`src/rtl/n64_ctrl_sniffer.sv`:
```
// n64_ctrl_sniffer
// Passive decoder for the N64 controller data line. Recognises the console poll command
// (0x01) and captures the 32-bit controller reply that follows it. Each captured word is
// handed to the CPU domain with a new/ack toggle handshake. Optionally, it raises a console
// reset pulse when the in-game-reset button combination is seen.
// Line timing: a bit is a low phase followed by a high phase. The bit is '1' when the high
// phase is longer than the low phase. Each bit is resolved at the falling edge that ends it.

module n64_ctrl_sniffer #(
    parameter int          TICK_DIV    = 12,
    parameter logic [15:0] IGR_PATTERN = 16'h0C0C,
    parameter int          RST_CNT_W   = 20
) (
    input  logic        N64_CLK_i,
    input  logic        CTRL_nRST,
    input  logic        CTRL_i,
    input  logic        use_igr_i,
    input  logic        data_tack_i,
    output logic [31:0] ctrl_data_o,
    output logic        new_ctrl_data_o,
    output logic        drv_rst_o
);

    localparam int                 PRESC_W    = (TICK_DIV > 1) ? $clog2(TICK_DIV) : 1;
    localparam logic [PRESC_W-1:0] PRESC_LAST = PRESC_W'(TICK_DIV - 1);
    localparam int                 N_SYNC     = 2;

    typedef enum logic [1:0] {
        ST_WAIT    = 2'd0,
        ST_N64_RD  = 2'd1,
        ST_CTRL_RD = 2'd2
    } state_t;

    // ------------------------------------------------------------------
    // Sample-tick prescaler
    // ------------------------------------------------------------------
    logic [PRESC_W-1:0] presc_reg;
    logic               tick;

    assign tick = (presc_reg == PRESC_LAST);

    // Free-running divider that produces one sample tick every TICK_DIV clocks
    always_ff @(posedge N64_CLK_i or negedge CTRL_nRST) begin
        if (!CTRL_nRST) begin
            presc_reg <= '0;
        end else if (tick) begin
            presc_reg <= '0;
        end else begin
            presc_reg <= presc_reg + PRESC_W'(1);
        end
    end

    // ------------------------------------------------------------------
    // Two-flop synchronisers for the slow asynchronous level inputs
    // bit 0: ack toggle from the CPU side, bit 1: IGR enable
    // ------------------------------------------------------------------
    logic [N_SYNC-1:0] sync_in;
    logic [N_SYNC-1:0] sync_out;

    assign sync_in = {use_igr_i, data_tack_i};

    generate
        for (genvar gi = 0; gi < N_SYNC; gi++) begin : g_sync
            logic meta_reg;
            logic out_reg;

            // Plain double-register chain; runs every clock, not on the tick
            always_ff @(posedge N64_CLK_i or negedge CTRL_nRST) begin
                if (!CTRL_nRST) begin
                    meta_reg <= 1'b0;
                    out_reg  <= 1'b0;
                end else begin
                    meta_reg <= sync_in[gi];
                    out_reg  <= meta_reg;
                end
            end

            assign sync_out[gi] = out_reg;
        end
    endgenerate

    logic tack_sync;
    logic igr_en;

    assign tack_sync = sync_out[0];
    assign igr_en    = sync_out[1];

    // ------------------------------------------------------------------
    // Line history, edge detection and phase timing
    // ------------------------------------------------------------------
    logic [2:0] hist_reg;
    logic [7:0] wait_cnt_reg;
    logic [7:0] low_cnt_reg;
    logic       neg_edge;
    logic       pos_edge;
    logic       any_edge;
    logic       bit_val;
    logic       line_idle;

    state_t      state_reg;
    state_t      state_next;
    logic [31:0] sr_reg;
    logic [31:0] sr_next;
    logic [5:0]  bit_cnt_reg;
    logic [5:0]  bit_cnt_next;
    logic        capture;

    assign neg_edge  = hist_reg[2] & ~hist_reg[1];
    assign pos_edge  = ~hist_reg[2] & hist_reg[1];
    assign any_edge  = neg_edge | pos_edge;
    // At a falling edge wait_cnt holds the high-phase length and low_cnt the low-phase length
    assign bit_val   = (low_cnt_reg < wait_cnt_reg);
    assign line_idle = (wait_cnt_reg == 8'hFF);

    // Sample the line on each tick and measure how long it has been since the last edge
    always_ff @(posedge N64_CLK_i or negedge CTRL_nRST) begin
        if (!CTRL_nRST) begin
            hist_reg     <= 3'b111;
            wait_cnt_reg <= 8'd0;
            low_cnt_reg  <= 8'd0;
        end else if (tick) begin
            hist_reg <= {hist_reg[1:0], CTRL_i};
            if (any_edge) begin
                wait_cnt_reg <= 8'd0;
            end else if (!line_idle) begin
                wait_cnt_reg <= wait_cnt_reg + 8'd1;
            end
            if (pos_edge && (state_reg == ST_N64_RD || state_reg == ST_CTRL_RD)) begin
                low_cnt_reg <= wait_cnt_reg;
            end
        end
    end

    // ------------------------------------------------------------------
    // Frame FSM: idle -> console command -> controller reply
    // ------------------------------------------------------------------

    // FSM state, shift register and bit counter registers
    always_ff @(posedge N64_CLK_i or negedge CTRL_nRST) begin
        if (!CTRL_nRST) begin
            state_reg   <= ST_WAIT;
            sr_reg      <= 32'd0;
            bit_cnt_reg <= 6'd0;
        end else begin
            state_reg   <= state_next;
            sr_reg      <= sr_next;
            bit_cnt_reg <= bit_cnt_next;
        end
    end

    // Next-state decode; a frame only starts from a long idle-high period, and an idle
    // timeout always returns to WAIT, which drops any partially received word
    always_comb begin
        state_next   = state_reg;
        sr_next      = sr_reg;
        bit_cnt_next = bit_cnt_reg;
        capture      = 1'b0;

        if (tick) begin
            case (state_reg)
                ST_WAIT: begin
                    if (line_idle && neg_edge) begin
                        state_next   = ST_N64_RD;
                        sr_next      = 32'd0;
                        bit_cnt_next = 6'd0;
                    end
                end
                ST_N64_RD: begin
                    if (neg_edge) begin
                        if (bit_cnt_reg == 6'd8) begin
                            // Command bits arrive MSB first, so 0x01 reads back as 0x80
                            if (sr_reg[31:24] == 8'h80) begin
                                state_next   = ST_CTRL_RD;
                                sr_next      = 32'd0;
                                bit_cnt_next = 6'd0;
                            end else begin
                                state_next = ST_WAIT;
                            end
                        end else begin
                            sr_next      = {bit_val, sr_reg[31:1]};
                            bit_cnt_next = bit_cnt_reg + 6'd1;
                        end
                    end
                end
                ST_CTRL_RD: begin
                    if (neg_edge) begin
                        sr_next = {bit_val, sr_reg[31:1]};
                        if (bit_cnt_reg == 6'd31) begin
                            capture    = 1'b1;
                            state_next = ST_WAIT;
                        end else begin
                            bit_cnt_next = bit_cnt_reg + 6'd1;
                        end
                    end
                end
                default: begin
                    state_next = ST_WAIT;
                end
            endcase

            if (line_idle && !any_edge) begin
                state_next = ST_WAIT;
            end
        end
    end

    // ------------------------------------------------------------------
    // Word hand-off to the CPU domain
    // ------------------------------------------------------------------
    logic [1:0] tack_hist_reg;
    logic       tack_toggle;

    assign tack_toggle = tack_hist_reg[1] ^ tack_hist_reg[0];

    // Latch the completed word and manage the new flag; a capture beats a same-cycle ack
    always_ff @(posedge N64_CLK_i or negedge CTRL_nRST) begin
        if (!CTRL_nRST) begin
            tack_hist_reg   <= 2'b00;
            ctrl_data_o     <= 32'd0;
            new_ctrl_data_o <= 1'b0;
        end else begin
            tack_hist_reg <= {tack_hist_reg[0], tack_sync};
            if (capture) begin
                ctrl_data_o     <= sr_next;
                new_ctrl_data_o <= 1'b1;
            end else if (tack_toggle) begin
                new_ctrl_data_o <= 1'b0;
            end
        end
    end

    // ------------------------------------------------------------------
    // In-game reset pulse
    // ------------------------------------------------------------------
    logic [RST_CNT_W-1:0] rst_cnt_reg;
    logic                 igr_hit;

    assign igr_hit = capture && igr_en && (sr_next[15:0] == IGR_PATTERN);

    // Load the pulse counter on a matching capture (retriggers), then count it down
    always_ff @(posedge N64_CLK_i or negedge CTRL_nRST) begin
        if (!CTRL_nRST) begin
            rst_cnt_reg <= '0;
            drv_rst_o   <= 1'b0;
        end else if (tick) begin
            if (igr_hit) begin
                rst_cnt_reg <= '1;
                drv_rst_o   <= 1'b1;
            end else if (rst_cnt_reg != '0) begin
                rst_cnt_reg <= rst_cnt_reg - RST_CNT_W'(1);
                drv_rst_o   <= (rst_cnt_reg != RST_CNT_W'(1));
            end else begin
                drv_rst_o <= 1'b0;
            end
        end
    end

endmodule

```
`config.mk`:
```
export PLATFORM = sky130hd
export DESIGN_NAME = n64_ctrl_sniffer
export DESIGN_NICKNAME = d
export VERILOG_FILES = /design/src/rtl/n64_ctrl_sniffer.sv
export SDC_FILE = /design/constraint.sdc
export NUM_CORES = 1
export LEC_CHECK = 0
export BUFFER_PORTS_ARGS = -buffer_cell sky130_fd_sc_hd__buf_2
export CORE_MARGIN = 1.5
export CORE_UTILIZATION = 60
export CTS_CLUSTER_DIAMETER = 40
export DETAILED_ROUTE_END_ITERATION = 8
export PLACE_DENSITY = 0.84
export RECOVER_POWER = 50
export SYNTH_ARGS = -nofsm -noshare
export SYNTH_HDL_FRONTEND = slang
export SYNTH_SLANG_ARGS = --single-unit
```
`constraint.sdc`:
```
create_clock -name N64_CLK_i -period 2.6 [get_ports N64_CLK_i]
set_input_delay 0.26 -clock N64_CLK_i [delete_from_list [all_inputs] [get_ports N64_CLK_i]]
set_output_delay 0.26 -clock N64_CLK_i [all_outputs]
set_load 0.05 [all_outputs]
```
==> results of run 1 <==
-- per-layer routing --
metal,vias to the layer above,track usage (%),part of all wire (%)
met3,18,5.43,4.8
met1,2075,32.7,43
li1,1877,-,-
met4,0,9.64,1.1
met5,-,0,0
met2,134,42.5,51
-- report_power, final --
| part | internal (mW) | leakage [nW] | switching (mW) |
|---|---|---|---|
| Clock | 1.38 | 0.277 | 0.894 |
| Sequential | 1.93 | 1.69 | 0.00568 |
| Combinational | 0.0176 | 1.34 | 0.0517 |
-- critical path, stage by stage, from the launching register on --
cell and delay [ns]:
dfrtp_1 0.43, inv_1 0.10, ha_1 0.19, or3b_1 0.42
a211oi_4 0.33, nor4b_4 0.12, and4_1 0.21, o2111ai_2 0.25
buf_12 0.19, o311ai_0 0.13
-- synthesized netlist by cell type, drive strengths merged, types with 4 or more instances --
cell type and n:
dfrtp 120, mux2 41, nor4 6, nand2 47, nor2 28, inv 19, o21ai 19, nand3 13
nand4 12, nor3 9, o211ai 5, buf 9, nand2b 5, a21oi 12, xor2 4, clkbuf 8
xnor2 15, a22o 30, ha 19, nor2b 4, and3 4, or4 4
-- cell type report --
type | count | area [µm²]
Sequential cell | 123 | 3080
Fill cell | 635 | 2560
Multi-Input combinational cell | 327 | 2440
Clock buffer | 17 | 414
Timing Repair Buffer | 55 | 322
Clock inverter | 14 | 159
Tap cell | 111 | 139
Inverter | 19 | 71.3
-- per-stage QoR --
step                      worst slack [ns]  instance area [µm²]  hold WS (ns)  power [mW]  instances
final                               0.0916                 6630         0.356        4.27        666
after global routing                0.0460                 6630         0.368        4.39        666
after CTS                           0.0366                 6640         0.299        4.31        666
after detailed placement             0.125                 6030         0.296        2.04        631
after global placement               0.160                 6030         0.291        2.03        631
after floorplan                      0.394                 5670       -0.0356        1.98        486
-- worst paths after layout --
path / cells past startpoint / to / from / slack, ns
worst max-delay path: 9 / rst_cnt_reg[14] / bit_cnt_reg[0] / 0.09
worst min-delay path: 0 / tack_hist_reg[0] / g_sync[0].out_reg / 0.36
worst max register to register: 9 / rst_cnt_reg[14] / bit_cnt_reg[0] / 0.09
worst min register to register: 0 / tack_hist_reg[0] / g_sync[0].out_reg / 0.36
max in group asynchronous: 3 / sr_reg[2] / CTRL_nRST / 0.49
min in group asynchronous: 2 / rst_cnt_reg[16] / CTRL_nRST / 0.48
-- timing repair --
item                                    CTS  global route
endpoints found under the setup margin    0             9
gates resized for setup                   0             5
endpoints found under the hold margin    46             0
hold buffers                              4             0
-- kinds of logic (layout without fill, tap and decap cells) --
kind of cell / Yosys count / count (layout)
adder cells (fa/ha/maj): 19 / 19
XOR/XNOR: 19 / 19
AND/OR/NAND/NOR: 154 / 154
multiplexers: 42 / 42
AO/OA/AOI/OAI: 93 / 93
flip-flops: 123 / 123
buffers and inverters: 36 / 105
==> results.sh, run 1 <==
export IMPL_seq_area_frac_synth_pct=54.4
export IMPL_numClockSinks=123
export IMPL_synth_fa_ha_area_share_pct=4.20
export IMPL_synth_top_cell_area_share_pct=53.0
export IMPL_die_y_um=100
export IMPL_worstPathMaxFanout=21
export IMPL_fmax_mhz=399
export IMPL_die_area_um2=10000
export IMPL_ys_types=66
export IMPL_area_growth_pct=17.0
export IMPL_synth_top_family_by_area="simple AND/OR/NAND/NOR gates"
export IMPL_setup_viol=0
export IMPL_routed_wl_um=11700
export IMPL_post_synth_and_or_nand_nor_area_fraction_pct=14.9
export IMPL_rsz0062_at_grt="false"
export IMPL_grt_max_degree=47
export IMPL_synth_edff_count=0
export IMPL_critPathCaptureType="flip-flop"
export IMPL_final_cell_mix="120 x dfrtp_1, 46 x nand2_1, 41 x mux2_2"
export IMPL_synth_xor_area_share_pct=2.94
export IMPL_ant_nets=0
export IMPL_syn_area_um2=5670
export IMPL_root_buffer="clkbuf_8"
export IMPL_ys_async_sr_fraction_pct=100
export IMPL_synth_compound_area_share_pct=12.3
export IMPL_antenna_found_initial=0
export IMPL_avgSynthCellArea_um2=11.7
export IMPL_path_class="reg -> reg"
export IMPL_ys_ff_latch=123
export IMPL_wl_per_cell_um=17.6
export IMPL_synthTopCellsByArea="dfrtp_1 53%, mux2_2 8.1%, ha_1 4.2%, a22o_1 3.6%, nand2_1 3.0%"
export IMPL_cp_required_ns=2.97
export IMPL_synthMuxAreaShare_pct=8.32
export IMPL_grt_first_pass_wirelength_um=19900
export IMPL_outcome="finished, final reports clean"
export IMPL_cts_buffer_depth=2
export IMPL_viasPerCell=6.16
export IMPL_final_util_pct=72.1
export IMPL_max_cap_violations=0
export IMPL_place_congestion=0.906
export IMPL_cts_setup_buffers=0
export IMPL_gr_total_overflow=0
export IMPL_relSlewSlack_pct=25.6
export IMPL_fin_skew_ns=0.0113
export IMPL_grt_pass1_vias=4196
export IMPL_tightest_slew_ns=1.12
export IMPL_grtUsageTotal_pct=25.4
export IMPL_fp_row_count=35
export IMPL_drive_gt1_share_pct=25.9
export IMPL_cts_tree="done"
export IMPL_yosysTopAreaCell="dfrtp_1"
export IMPL_clock_latency_ns=0.51
export IMPL_place_hpwl_um=7600
export IMPL_worstPathArrival_ns=2.88
export IMPL_timing_final_crit_share_pct=96.5
export IMPL_vias=4104
export IMPL_initial_core_util_pct=61.6
export IMPL_power_leakage_nw=3.30
export IMPL_final_common_cell="dfrtp_1"
export IMPL_power_density_nw_per_um2=645
export IMPL_min_path_type="reg -> reg"
export IMPL_hold_viol=0
export IMPL_die_w_um=100
export IMPL_clkTransAtPathRegs_ns=0.06
export IMPL_drt_first_pass_iters=5
export IMPL_antenna_cells=0
export IMPL_drc=0
export IMPL_synthCells=486
export IMPL_cts_made_buffers=17
export IMPL_synth_warning_count=0
export IMPL_ys_flop_type="dfrtp_1"
export IMPL_tns_ns=0
export IMPL_pin_count=39
export IMPL_cts_max_level=4
export IMPL_synthesis_nets=510
export IMPL_core_area_um2=9200
export IMPL_finalMaxSlewViolations=0
export IMPL_nNetsFinal=567
export IMPL_drt_iter0_drc=181
export IMPL_finalCriticalPeriod_ns=2.51
export IMPL_numPortBuffers=38
export IMPL_ir_drop_mv=0.533
export IMPL_setup_worst_path_start_class="flip-flop"
(Power assumes the default switching activity.)
==> run 2, diff against run 1 <==
--- a/config.mk
+++ b/config.mk
@@ -10,3 +10,3 @@
 export CORE_UTILIZATION = 60
-export CTS_CLUSTER_DIAMETER = 40
+export CTS_CLUSTER_DIAMETER = 50
 export DETAILED_ROUTE_END_ITERATION = 8
==> constraint.sdc (replaced) <==
create_clock -name N64_CLK_i -period 2.6 [get_ports N64_CLK_i]
set_input_delay 0.52 -clock N64_CLK_i [delete_from_list [all_inputs] [get_ports N64_CLK_i]]
set_output_delay 0.52 -clock N64_CLK_i [all_outputs]
set_load 0.05 [all_outputs]
==> run 2 against run 1 <==
  * Non-clock buffer count decreased by 4
  * Count of clock-buffer cells in the layout increased by 1
  * Via count decreased by 3.2%
  * Clock skew increased by 0.0027 ns
  * Register-to-register slack improved by 0.04 ns
  * Die area unchanged
  * Hold slack got worse by 0.26 ns
  * Combinational power decreased by 7.4%
  * Largest power group unchanged
==> results.sh, run 2 (synthesis gave the netlist of run 1 again) <==
export IMPL_final_util_pct=71.3
export IMPL_timing_final_crit_share_pct=94.8
export IMPL_final_cell_mix="120 x dfrtp_1, 46 x nand2_1, 41 x mux2_2"
export IMPL_final_common_cell="dfrtp_1"
export IMPL_die_w_um=100
export IMPL_pin_count=39
export IMPL_die_area_um2=10000
export IMPL_max_cap_violations=0
export IMPL_setup_worst_path_start_class="flip-flop"
export IMPL_grt_first_pass_wirelength_um=19500
export IMPL_cts_max_level=4
export IMPL_cts_made_buffers=17
export IMPL_fin_hold_ws_ns=0.0954
export IMPL_routed_wl_um=11400
export IMPL_cp_required_ns=3.00
export IMPL_gr_total_overflow=0
export IMPL_place_congestion=0.851
export IMPL_hold_viol=0
export IMPL_wl_met1_um=5170
export IMPL_critPathCaptureType="flip-flop"
export IMPL_top_layer="met4"
export IMPL_met3_length_um=421
export IMPL_drt_first_pass_iters=5
export IMPL_fp_row_count=35
export IMPL_outcome="finished, final reports clean"
export IMPL_numPortBuffers=38
export IMPL_place_hpwl_um=7430
export IMPL_wl_per_cell_um=17.2
export IMPL_fin_cells=663
export IMPL_antenna_found_initial=0
export IMPL_root_buffer="clkbuf_8"
export IMPL_core_area_um2=9200
export IMPL_setup_ws_ns=0.134
export IMPL_placed_cells=630
export IMPL_ant_nets=0
export IMPL_finalMaxSlewViolations=0
export IMPL_clkTransAtPathRegs_ns=0.07
export IMPL_die_y_um=100
export IMPL_fin_skew_ns=0.0139
export IMPL_min_path_type="in -> reg"
export IMPL_vias=3974
export IMPL_viasPerCell=5.99
export IMPL_grt_max_degree=59
export IMPL_initial_core_util_pct=61.6
export IMPL_grt_pass1_vias=4033
export IMPL_tightest_slew_ns=1.00
export IMPL_cts_tree="done"
export IMPL_wl_met2_um=5700
export IMPL_clock_latency_ns=0.53
export IMPL_worstPathMaxFanout=21
export IMPL_power_density_nw_per_um2=638
export IMPL_fmax_mhz=406
export IMPL_power_leakage_nw=3.29
export IMPL_antenna_cells=0
export IMPL_relSlewSlack_pct=33.3
export IMPL_area_growth_pct=15.7
export IMPL_tns_ns=0
export IMPL_worstPathArrival_ns=2.86
export IMPL_numClockSinks=123
export IMPL_path_class="reg -> reg"
export IMPL_setup_viol=0
export IMPL_ir_drop_mv=0.465
export IMPL_nNetsFinal=563
export IMPL_grtUsageTotal_pct=25.2
export IMPL_drive_gt1_share_pct=26.1
export IMPL_cts_buffer_depth=2
export IMPL_finalCriticalPeriod_ns=2.47
export IMPL_drc=0
export IMPL_dpl_worst_slack_ns=0.168
export IMPL_rsz0062_at_grt="true"
export IMPL_drt_iter0_drc=209
[run 2: metrics by stage]
stage	power (mW)	area, µm²
after global placement	2.03	6020
after floorplan	1.98	5670
final	4.18	6560
after CTS	4.23	6580
after detailed placement	2.04	6020
after global routing	4.31	6560
[run 2: cell type report]
cell class,count,area (µm²)
Sequential cell,123,3080
Fill cell,628,2640
Multi-Input combinational cell,327,2420
Clock buffer,18,418
Timing Repair Buffer,51,292
Tap cell,111,139
Clock inverter,14,134
Inverter,19,71.3
[run 2: final timing paths]
kind,from,end,slack (ns),cells past startpoint
min in group asynchronous,CTRL_nRST,rst_cnt_reg[12],0.70,2
hold reg to reg,g_sync[0].out_reg,tack_hist_reg[0],0.35,0
max in group asynchronous,CTRL_nRST,sr_reg[2],0.50,3
setup / recovery,sr_reg[24],ctrl_data_o[1],0.13,6
setup reg to reg,sr_reg[24],ctrl_data_o[1],0.13,6
hold / removal,use_igr_i,g_sync[1].meta_reg,0.1,1
[run 2: worst max-delay path, cell delays in order (launching register included)]
cell and delay, ns:
dfrtp_1 0.40, nor4_2 0.44, a211oi_2 0.18, nor4b_4 0.37, nand2_2 0.31, a22o_1 0.36, mux2_2 0.28
[run 2: per-layer routing]
layer / vias to the layer above / GRT usage (%)
met2: 80 / 40.7
li1: 1873 / -
met3: 13 / 5.78
met5: - / 0
met1: 2008 / 33.1
met4: 0 / 10.6
[run 2: power breakdown]
group          total [mW]  leakage [nW]  switching, mW  internal (mW)
Sequential           1.93          1.69        0.00590           1.93
Clock                2.18         0.267          0.900           1.28
Combinational      0.0642          1.33         0.0493         0.0149
Total                4.18          3.29          0.955           3.22
[run 2: timing repair]
action                                  4_1_cts  5_1_grt
hold buffers                                  1        0
endpoints found under the hold margin        22        0
buffers inserted                              0        0
resized for setup                             0        1
endpoints found under the setup margin        0        1
==> run 3, diff against run 2 <==
CORE_UTILIZATION = 40   (was 60)
PLACE_DENSITY = 0.62   (was 0.84)
==> run 3 against run 2 <==
  * The flow now finishes with violations (max-capacitance violations, max-slew violations)
  * Sequential power about the same
  * Clock skew down 0.0069 ns
  * Total power up 10%
  * Sequential share of layout area down 1.6 points
  * Clock power up 20%
  * Largest cell class unchanged
  * Highest routed layer unchanged
==> results.sh, run 3 (synthesis gave the netlist of run 1 again) <==
export IMPL_outcome="finished with violations"
export IMPL_violations="max-capacitance violations, max-slew violations"
export IMPL_tns_ns=0
export IMPL_clkTransAtPathRegs_ns=0.05
export IMPL_die_area_um2=14900
export IMPL_critPathLaunch="state_reg[0]"
export IMPL_finalCriticalPeriod_ns=2.44
export IMPL_grtUsageTotal_pct=16.3
export IMPL_finalMaxSlewViolations=32
export IMPL_setup_ws_ns=0.165
export IMPL_final_cell_mix="120 x dfrtp_1, 46 x nand2_1, 41 x mux2_2"
export IMPL_cp_top_family="simple AND/OR/NAND/NOR gates"
export IMPL_cp_slowest_cell="dfrtp_1"
export IMPL_critPathBufInv=2
export IMPL_viasPerCell=5.33
export IMPL_ant_nets=0
export IMPL_numPortBuffers=38
export IMPL_r2r_end="rst_cnt_reg[14]"
export IMPL_crit_chain="inv_1, ha_1, nor2_1, nor4b_2, and2_0, a22o_1, o2111ai_1, buf_12, o311ai_0"
export IMPL_initial_core_util_pct=40.8
export IMPL_fin_skew_ns=0.00706
export IMPL_relSlewSlack_pct=-16.1
export IMPL_nNetsFinal=562
export IMPL_placed_cells=699
export IMPL_ir_drop_mv=0.415
export IMPL_clock_latency_ns=0.42
export IMPL_cts_setup_buffers=0
export IMPL_fp_row_count=43
export IMPL_timing_final_crit_share_pct=93.7
export IMPL_hold_viol=0
export IMPL_worstPathArrival_ns=2.73
export IMPL_r2r_cells=9
export IMPL_wl_per_cell_um=15.0
export IMPL_power_density_nw_per_um2=681
export IMPL_cts_max_level=4
export IMPL_critPathCaptureType="flip-flop"
export IMPL_place_congestion=0.812
export IMPL_antenna_cells=0
export IMPL_routed_wl_um=11000
export IMPL_drt_first_pass_iters=4
export IMPL_min_path_type="in -> reg"
export IMPL_max_cap_violations=1
export IMPL_die_w_um=122
export IMPL_fin_hold_ws_ns=0.207
export IMPL_drive_gt1_share_pct=26.1
export IMPL_drc=0
export IMPL_numClockSinks=123
export IMPL_dpl_worst_slack_ns=0.174
export IMPL_drt_iter0_drc=226
export IMPL_rsz0062_at_grt="false"
export IMPL_vias=3893
export IMPL_core_area_um2=13900
export IMPL_cp_num_cells=9
export IMPL_worstPathMaxFanout=21
export IMPL_setup_worst_path_start_class="flip-flop"
export IMPL_antenna_found_initial=0
export IMPL_path_class="reg -> reg"
export IMPL_fin_cells=731
export IMPL_tightest_slew_ns=1.74
export IMPL_max_stage_delay_ns=0.41
export IMPL_reg2reg_from="state_reg[0]"
export IMPL_grt_max_degree=64
export IMPL_setup_viol=0
export IMPL_cts_made_buffers=17
export IMPL_gr_total_overflow=0
export IMPL_grt_first_pass_wirelength_um=18800
export IMPL_cts_buffer_depth=2
export IMPL_power_leakage_nw=3.35
export IMPL_fmax_mhz=411
export IMPL_r2r_slack_ns=0.16
export IMPL_pin_count=39
export IMPL_final_common_cell="dfrtp_1"
export IMPL_cts_tree="done"
export IMPL_die_y_um=122
export IMPL_area_growth_pct=19.6
export IMPL_grt_pass1_vias=3896
export IMPL_place_hpwl_um=7420
export IMPL_cp_required_ns=2.89
export IMPL_root_buffer="clkbuf_16"
export IMPL_endpoint="rst_cnt_reg[14]"
run 3: repair_timing:
action | CTS | global route
gates resized for setup | 0 | 2
hold buffers | 0 | 0
setup endpoints to repair | 0 | 4
run 3: how the worst min path moves through the flow:
stage                  startpoint                  to  slack [ns]  cells past startpoint
2_1_floorplan           CTRL_nRST      bit_cnt_reg[0]        0.22                      0
3_3_place_gp   g_sync[0].meta_reg   g_sync[0].out_reg        0.33                      0
3_5_place_dp    g_sync[0].out_reg    tack_hist_reg[0]        0.34                      0
4_1_cts                 CTRL_nRST      ctrl_data_o[8]        0.04                      1
5_1_grt               data_tack_i  g_sync[0].meta_reg        0.19                      1
6_report              data_tack_i  g_sync[0].meta_reg        0.21                      1
run 3: power by group:
| part | internal, mW | switching [mW] |
|---|---|---|
| combinational | 0.0164 | 0.0495 |
| sequential | 1.93 | 0.00587 |
| clock | 1.78 | 0.839 |
run 3: layout make-up:
class                      count  area (µm²)
fill                        1239        7100
sequential                   123        3080
multi-input combinational    327        2430
clock buffer                  22         474
timing repair buffer          50         307
tap                          180         225
clock inverter                10         188
inverter                      19        71.3
run 3: per-stage QoR:
step / total power [mW] / cell area (µm²) / utilization [%]
after floorplan: 1.98 / 5670 / -
after global placement: 2.03 / 6120 / 44.1
after detailed placement: 2.04 / 6120 / 44.1
after CTS: 4.68 / 6780 / 48.8
after global routing: 4.77 / 6780 / 48.8
final: 4.62 / 6780 / 48.8
run 3: metal layers:
layer | wire length (µm) | share of wire, % | vias up | GRT usage [%]
li1 | - | - | 1866 | -
met1 | 5180 | 47 | 1935 | 21.3
met2 | 5130 | 47 | 72 | 25.3
met3 | 461 | 4.2 | 20 | 5.15
met4 | 187 | 1.7 | 0 | 6.18
met5 | 0 | 0 | - | 0
